[src/rtl/uart_rx.sv]
// uart_rx: 8-bit LSB-first async serial receiver with mid-bit sampling, valid/ready holding register and error pulses.
// Define UART_RX_PARITY_EN to add a parity bit (sense set by PARITY_ODD) between data and stop.
module uart_rx #(
  parameter int CLKS_PER_BIT = 87,
  parameter bit PARITY_ODD   = 1'b0
) (
  input  logic       clk,
  input  logic       rst_n,
  input  logic       rx,
  output logic [7:0] rx_data,
  output logic       rx_valid,
  input  logic       rx_ready,
  output logic       busy,
  output logic       frame_err,
  output logic       overrun,
  output logic       parity_err
);
  localparam int HALF = CLKS_PER_BIT / 2;
  localparam int CW = $clog2(CLKS_PER_BIT);
  typedef enum logic [2:0] {
    IDLE,
    START,
    DATA,
`ifdef UART_RX_PARITY_EN
    PARITY,
`endif
    STOP,
    WAIT_HIGH
  } state_t;
`ifdef UART_RX_PARITY_EN
  localparam state_t AFTER_DATA = PARITY;
`else
  localparam state_t AFTER_DATA = STOP;
`endif
  state_t state, nxt;
  logic [1:0] sync;
  logic rx_s, half_hit, full_hit, stop_done, good_par, deliver, load;
  logic [CW-1:0] cnt, cnt_n;
  logic [2:0] idx, idx_n;
  logic [7:0] shreg, sh_n;
  assign rx_s = sync[1];
  // the start-detect cycle already counts as busy, before the FSM leaves IDLE
  assign busy = (state != IDLE) | ~rx_s;
  assign half_hit = cnt == CW'(HALF - 1);
  assign full_hit = cnt == CW'(CLKS_PER_BIT - 1);
  assign deliver = stop_done & rx_s & good_par;
  assign load = deliver & (~rx_valid | rx_ready);
`ifdef UART_RX_PARITY_EN
  logic par_bit, par_n;
  assign good_par = (^shreg ^ par_bit) == PARITY_ODD;
  always_ff @(posedge clk or negedge rst_n)
    if (!rst_n) begin
      par_bit <= 1'b0;
      parity_err <= 1'b0;
    end else begin
      par_bit <= par_n;
      parity_err <= stop_done & rx_s & ~good_par;
    end
`else
  assign good_par = 1'b1 | PARITY_ODD;
  assign parity_err = 1'b0;
`endif
  always_comb begin
    nxt = state;
    cnt_n = cnt + 1'b1;
    idx_n = idx;
    sh_n = shreg;
    stop_done = 1'b0;
`ifdef UART_RX_PARITY_EN
    par_n = par_bit;
`endif
    case (state)
      IDLE: begin
        cnt_n = '0;
        nxt = rx_s ? IDLE : START;
      end
      START: if (half_hit) begin
        cnt_n = '0;
        idx_n = '0;
        nxt = rx_s ? IDLE : DATA;
      end
      DATA: if (full_hit) begin
        cnt_n = '0;
        sh_n = {rx_s, shreg[7:1]};
        idx_n = idx + 1'b1;
        nxt = (idx == 3'd7) ? AFTER_DATA : DATA;
      end
`ifdef UART_RX_PARITY_EN
      PARITY: if (full_hit) begin
        cnt_n = '0;
        par_n = rx_s;
        nxt = STOP;
      end
`endif
      STOP: if (full_hit) begin
        cnt_n = '0;
        stop_done = 1'b1;
        nxt = rx_s ? IDLE : WAIT_HIGH;
      end
      WAIT_HIGH: begin
        cnt_n = '0;
        nxt = rx_s ? IDLE : WAIT_HIGH;
      end
      default: nxt = IDLE;
    endcase
  end
  always_ff @(posedge clk or negedge rst_n)
    if (!rst_n) begin
      sync <= 2'b11;
      state <= IDLE;
      cnt <= '0;
      idx <= '0;
      shreg <= '0;
      rx_data <= '0;
      rx_valid <= 1'b0;
      frame_err <= 1'b0;
      overrun <= 1'b0;
    end else begin
      sync <= {sync[0], rx};
      state <= nxt;
      cnt <= cnt_n;
      idx <= idx_n;
      shreg <= sh_n;
      frame_err <= stop_done & ~rx_s;
      overrun <= deliver & ~load;
      rx_valid <= load | (rx_valid & ~rx_ready);
      if (load) rx_data <= shreg;
    end
endmodule

[config.mk]
export PLATFORM = sky130hd
export DESIGN_NAME = uart_rx
export DESIGN_NICKNAME = d
export VERILOG_FILES = /design/src/rtl/uart_rx.sv
export SDC_FILE = /design/constraint.sdc
export NUM_CORES = 1
export LEC_CHECK = 0
export CELL_PAD_IN_SITES_DETAIL_PLACEMENT = 1
export CELL_PAD_IN_SITES_GLOBAL_PLACEMENT = 1
export CORE_MARGIN = 2
export CORE_UTILIZATION = 50
export CTS_BUF_LIST = sky130_fd_sc_hd__clkbuf_4
export DETAILED_ROUTE_END_ITERATION = 6
export PLACE_DENSITY_LB_ADDON = 0.1
export SKIP_CTS_REPAIR_TIMING = 1
export SLEW_MARGIN = 25
export SYNTH_ARGS = -nofsm -noshare
export SYNTH_HDL_FRONTEND = slang
export SYNTH_SLANG_ARGS = --single-unit
[constraint.sdc]
create_clock -name clk -period 6.1 [get_ports clk]
set_clock_uncertainty 0.1 [all_clocks]
set_input_delay 1.525 -clock clk [delete_from_list [all_inputs] [get_ports clk]]
set_output_delay 1.525 -clock clk [all_outputs]
set_load 0.1 [all_outputs]
==> results of run 1 <==
## worst register-to-register path, cell delays in order (launching register included)
cell and delay [ps]:
dfrtp_1 440, inv_1 80, ha_1 180, nand4b_1 190, or2_4 320, nor4b_4 610
mux2_2 410
## placed cells by master (no fill, tap or decap)
master / n
dfrtp_1: 32
mux2_2: 17
clkdlybuf4s50_1: 15
nor2_1: 11
clkbuf_4: 6
nand3_1: 5
nand2b_1: 4
nor3_1: 4
xor2_1: 4
nand2_1: 4
ha_1: 4
inv_1: 3
a21oi_1: 3
nor4_1: 2
a22o_1: 2
dfstp_2: 2
xnor2_1: 1
nand4b_1: 1
nand4bb_1: 1
a211o_1: 1
and3_2: 1
nand4_1: 1
or3_1: 1
nor2b_1: 1
and2_1: 1
nor3b_1: 1
o21bai_1: 1
or2_4: 1
nor4b_4: 1
a21o_1: 1
a2111oi_0: 1
conb_1: 1
clkinv_1: 1
clkinv_2: 1
buf_4: 1
## stage by stage
step	hold slack (ps)	utilization, %	setup slack (ps)	power [mW]	instances
final	253	61.7	2120	0.387	168
after global routing	269	61.7	2030	0.405	168
after CTS	256	61.7	2100	0.390	168
after detailed placement	249	59.7	2480	0.270	160
after global placement	248	59.7	2520	0.269	160
after floorplan	245	-	3110	0.259	115
## synth_stat cells (2+ instances only)
| cell | n |
|---|---|
| a21oi_1 | 3 |
| a22o_1 | 2 |
| inv_1 | 3 |
| nand2_1 | 4 |
| nand2b_1 | 4 |
| nor4_1 | 2 |
| dfstp_2 | 2 |
| mux2_2 | 17 |
| nor3_1 | 4 |
| nor2_1 | 11 |
| dfrtp_1 | 32 |
| xor2_1 | 4 |
| ha_1 | 4 |
| nand3_1 | 5 |
## power groups by stage
stage          logic (mW)  registers [mW]  clock network, mW
2_1_floorplan      0.0192           0.239                  0
4_1_cts            0.0296           0.238              0.123
3_5_place_dp       0.0286           0.242                  0
3_3_place_gp       0.0273           0.241                  0
5_1_grt            0.0317           0.239              0.135
6_report           0.0287           0.238              0.121
## sequential cells by signal (all words and copies together) (netlist names)
register / cells
rx_valid: 1
rx_data: 8
sync: 2
frame_err: 1
shreg: 8
idx: 3
overrun: 1
state: 3
cnt: 7
## worst paths after layout
check / startpoint / end / slack (ps) / cells after the start
max in group asynchronous: rst_n / sync[0]$_DFF_PN1_ / 4050 / 2
worst max-delay path: sync[1]$_DFF_PN1_ / busy / 2120 / 3
worst min-delay path: sync[0]$_DFF_PN1_ / sync[1]$_DFF_PN1_ / 250 / 0
worst max register to register: cnt[0]$_DFF_PN0_ / rx_data[7]$_DFFE_PN0P_ / 3660 / 6
worst min register to register: sync[0]$_DFF_PN1_ / sync[1]$_DFF_PN1_ / 250 / 0
min in group asynchronous: rst_n / idx[2]$_DFFE_PN0P_ / 1500 / 2
## cells by family after synthesis
| kind of cell | after synthesis | share of synthesized area (%) |
|---|---|---|
| xor+xnor | 5 | 3.00 |
| fa+ha+maj | 4 | 3.42 |
| flops | 34 | 58.4 |
| compound gates | 9 | 4.45 |
| simple gates | 40 | 15.8 |
| mux | 17 | 13.1 |
| other cells | 1 | 0.257 |
| buf+inv | 5 | 1.54 |
## per-layer routing
metal | share of wire, % | vias to the layer above
li1 | - | 443
met1 | 45 | 493
met2 | 50 | 17
met3 | 3.2 | 5
met4 | 1.4 | 0
met5 | 0 | -
## layout make-up
type	count	area share, %
well taps	31	2.28
repair buffers	16	9.27
flip-flops and latches	34	50.2
clock inverters	2	0.515
multi-input cells	76	34.4
clock buffers	6	2.65
inverters	3	0.662
==> results_dict.tcl, run 1 <==
set metrics [dict create \
    n_fill_cell 276 \
    fin_crit_ps 3980 \
    irDropWorstVdd_mv 0.168 \
    start_util_pct 53.0 \
    synthTopCellsByArea "dfrtp_1 55%, mux2_2 13%, dfstp_2 3.6%, ha_1 3.4%, nor2_1 2.8%" \
    rows 19 \
    synth_cell_type_count 32 \
    cts_tree "yes" \
    crit_path_start_kind "flip-flop" \
    viasPerCell 5.70 \
    io_pins 17 \
    max-clock-path-buffers 2 \
    crit_arrival_ps 2350 \
    critPathBufInv 1 \
    async_reset_ff_share_pct 100 \
    worst-setup-path-type "reg2out" \
    io_buffer_count 15 \
    dp_hpwl_um 2070 \
    p_comb_share_pct 7.4 \
    synth_area_per_cell_sq_um 12.7 \
    clock-sinks 34 \
    p_switching_mw 0.0992 \
    tns_ps 0 \
    cpPeakStageDelay_ps 970 \
    synth-main-ff-cell "dfrtp_1" \
    die_h_um 58.1 \
    drt_iter0_markers 24 \
    yosysWarnings 0 \
    setup_violations 0 \
    power.share.clock_pct 31.2 \
    grt_setup_unrepaired "no" \
    cts_max_level 2 \
    first_global_vias 1017 \
    regArea_sq_um 853 \
    syn2layout_area_growth_pct 16.4 \
    seq_area_frac_synth_pct 58.4 \
    slew_headroom_pct 33.4 \
    crit_chain "nand2b_1 > or3_1 > clkdlybuf4s50_1" \
    synth_edf_count 0 \
    vias 958 \
    period_share_pct 65.2 \
    hold_class "reg2reg" \
    cp.required_ps 4470 \
    slew_viol_final 0 \
    finalInstanceArea_sq_um 1700 \
    p_seq_share_pct 61.4 \
    pwr_density_cell_nw_per_um2 228 \
    cts_inserted_buffers 5 \
    grt_max_degree 35 \
    fmax_ghz 0.252 \
    cpLargestDelayFamily "buffers and inverters" \
    path_max_fanout 7 \
    synth.top_cell.area_share_pct 54.8 \
    die_area_sq_um 3370 \
    maxCapViolCount 0 \
    num_antenna_cells 0 \
    leakage_nw 0.810 \
    use_met1_pct 22.9 \
    grt_use_met2_pct 31.5 \
    grt_first_pass_wirelength_um 4700 \
    switching_share_pct 25.6 \
    core_area_sq_um 2760 \
    insertion_delay_ps 330 \
    antenna_found_initial 0 \
    drive_above_1_share_pct 21.9 \
    synth_cells 115 \
    synth_nets 123 \
    clock-root-buffer "clkbuf_4" \
    wl_per_cell_um 17.1 \
    grt_usage_pct 19.0 \
    dr.pass1.iters 3 \
    path_clk_slew_ps 100 \
    status "complete, no violations" \
    antenna_left 0 \
    multiInputGateArea_sq_um 586 \
    grt_overflow 0 \
    dpl-instance-area_sq_um 1650 \
    gp_congestion 0.781 \
    busiest_layer "met2" \
    end_kind "output pin" \
    worst_path_max_delay_cell "clkdlybuf4s50_1" \
    fin_nets 144 \
    synth_area_sq_um 1460 \
    hold_violations 0 \
    drc 0 \
    worst_pin_slew_ps 995 \
    die_x_um 58.1 \
    yosysTopAreaCell "dfrtp_1" \
    p_int_mw 0.288 \
    met3_usage_pct 5.13 \
    drt_wl_total_um 2870 \
    ys_ff_latch 34 \
]
Power figures use the tool's default switching activity.
==> run 2, diff against run 1 <==
CORE_UTILIZATION = 46   (was 50)
clock period = 4.05 ns   (was 6.1 ns; I/O delays follow)
==> run 2 against run 1 <==
  * Critical path depth is the same
  * Clock power grew to 2.5 times the previous value
  * Combinational power up 47%
  * Wire length decreased by 7.9%
  * Non-clock buffer count unchanged
==> results_dict.tcl, run 2 (same netlist as run 1, synthesis figures left out) <==
set metrics [dict create \
    grt_max_degree 35 \
    cts_max_level 2 \
    worst_pin_slew_ps 970 \
    io_pins 17 \
    rows 20 \
    hold_path.startpoint "sync[0]$_DFF_PN1_" \
    whs_path_depth 0 \
    rrSetupSlack_ps 1620 \
    top_regs "rx_data (8), shreg (8), cnt (7)" \
    power.share.clock_pct 43.3 \
    path_max_fanout 7 \
    crit_path_start_kind "flip-flop" \
    leakage_nw 0.830 \
    drt_iter0_markers 14 \
    grt_usage_pct 17.6 \
    setup_violations 0 \
    hold_class "reg2reg" \
    p_seq_share_pct 50.7 \
    maxCapViolCount 0 \
    slew_viol_final 0 \
    core_area_sq_um 3030 \
    dp_hpwl_um 1820 \
    path_clk_slew_ps 100 \
    fmax_ghz 0.290 \
    insertion_delay_ps 340 \
    start_util_pct 48.3 \
    r2r_cells 6 \
    dr.pass1.iters 2 \
    die_x_um 60.4 \
    antenna_found_initial 0 \
    grt_first_pass_wirelength_um 4510 \
    fin_ws_ps 604 \
    fin_crit_ps 3450 \
    grt_setup_unrepaired "no" \
    switching_share_pct 21.9 \
    worst-setup-path-type "reg2out" \
    hold_violations 0 \
    syn2layout_area_growth_pct 20.7 \
    p_int_mw 0.552 \
    cts_tree "yes" \
    first_global_vias 1018 \
    period_share_pct 85.1 \
    p_comb_share_pct 6.0 \
    crit_arrival_ps 2330 \
    max-clock-path-buffers 2 \
    num_antenna_cells 0 \
    viasPerCell 5.21 \
    p_switching_mw 0.155 \
    drt_wl_total_um 2640 \
    irDropWorstVdd_mv 0.296 \
    fin_nets 144 \
    whs_endpoint "sync[1]$_DFF_PN1_" \
    finalPower_mw 0.706 \
    grt_overflow 0 \
    die_h_um 60.4 \
    dp_slack_ps 973 \
    antenna_left 0 \
    r2r-end "rx_data[7]$_DFFE_PN0P_" \
    drive_above_1_share_pct 21.9 \
    end_kind "output pin" \
    slew_headroom_pct 35.1 \
    status "complete, no violations" \
    cts_inserted_buffers 5 \
    pwr_density_cell_nw_per_um2 400 \
    wl_per_cell_um 14.6 \
    clock-sinks 34 \
    reg2reg_from "cnt[0]$_DFF_PN0_" \
    layout_commonest_cell "dfrtp_1" \
    tns_ps 0 \
    io_buffer_count 15 \
    final_cell_mix "32 x dfrtp_1, 17 x mux2_2, 15 x clkdlybuf4s50_1" \
    gp_congestion 0.843 \
    vias 943 \
    drc 0 \
    die_area_sq_um 3640 \
    clock-root-buffer "clkbuf_4" \
    cp.required_ps 2940 \
]
run 2: worst max path at each step:
stage	startpoint	endpoint	cells past startpoint
3_5_place_dp	sync[1]$_DFF_PN1_	busy	3
3_3_place_gp	sync[1]$_DFF_PN1_	busy	3
6_report	sync[1]$_DFF_PN1_	busy	3
2_1_floorplan	sync[1]$_DFF_PN1_	busy	2
5_1_grt	sync[1]$_DFF_PN1_	busy	3
4_1_cts	sync[1]$_DFF_PN1_	busy	3
run 2: through the flow:
step | hold slack, ps | cells | instance area (sq um) | utilization, %
global placement | 249 | 173 | 1660 | 54.9
detailed placement | 249 | 173 | 1660 | 54.9
finish | 256 | 181 | 1760 | 58.3
CTS | 257 | 181 | 1760 | 58.3
floorplan | 245 | 115 | 1460 | -
global route | 271 | 181 | 1760 | 58.3
run 2: final cells by class:
type | instances | area, sq um
clock inverters | 3 | 63.8
clock buffers | 5 | 37.5
fillers | 319 | 1260
repair buffers | 16 | 158
well taps | 44 | 55.1
multi-input cells | 76 | 586
inverters | 3 | 11.3
flip-flops and latches | 34 | 853
run 2: worst max-delay path: stages, from the launching register on:
cell             delay [ps]
dfstp_2                 600
nand2b_1                110
or3_1                   310
clkdlybuf4s50_1         970
run 2: power groups by stage:
stage | sequential, mW | clock (mW) | combinational, mW
floorplan | 0.361 | 0 | 0.0289
global placement | 0.363 | 0 | 0.0414
detailed placement | 0.364 | 0 | 0.0429
CTS | 0.358 | 0.315 | 0.0434
global route | 0.360 | 0.328 | 0.0475
finish | 0.358 | 0.306 | 0.0421
run 2: per-layer routing:
layer	vias up	global-route usage, %	wire, um
met5	-	0	0
li1	445	-	-
met2	17	28.4	1320
met4	0	11.4	66
met3	9	4.69	122
met1	472	20.8	1130
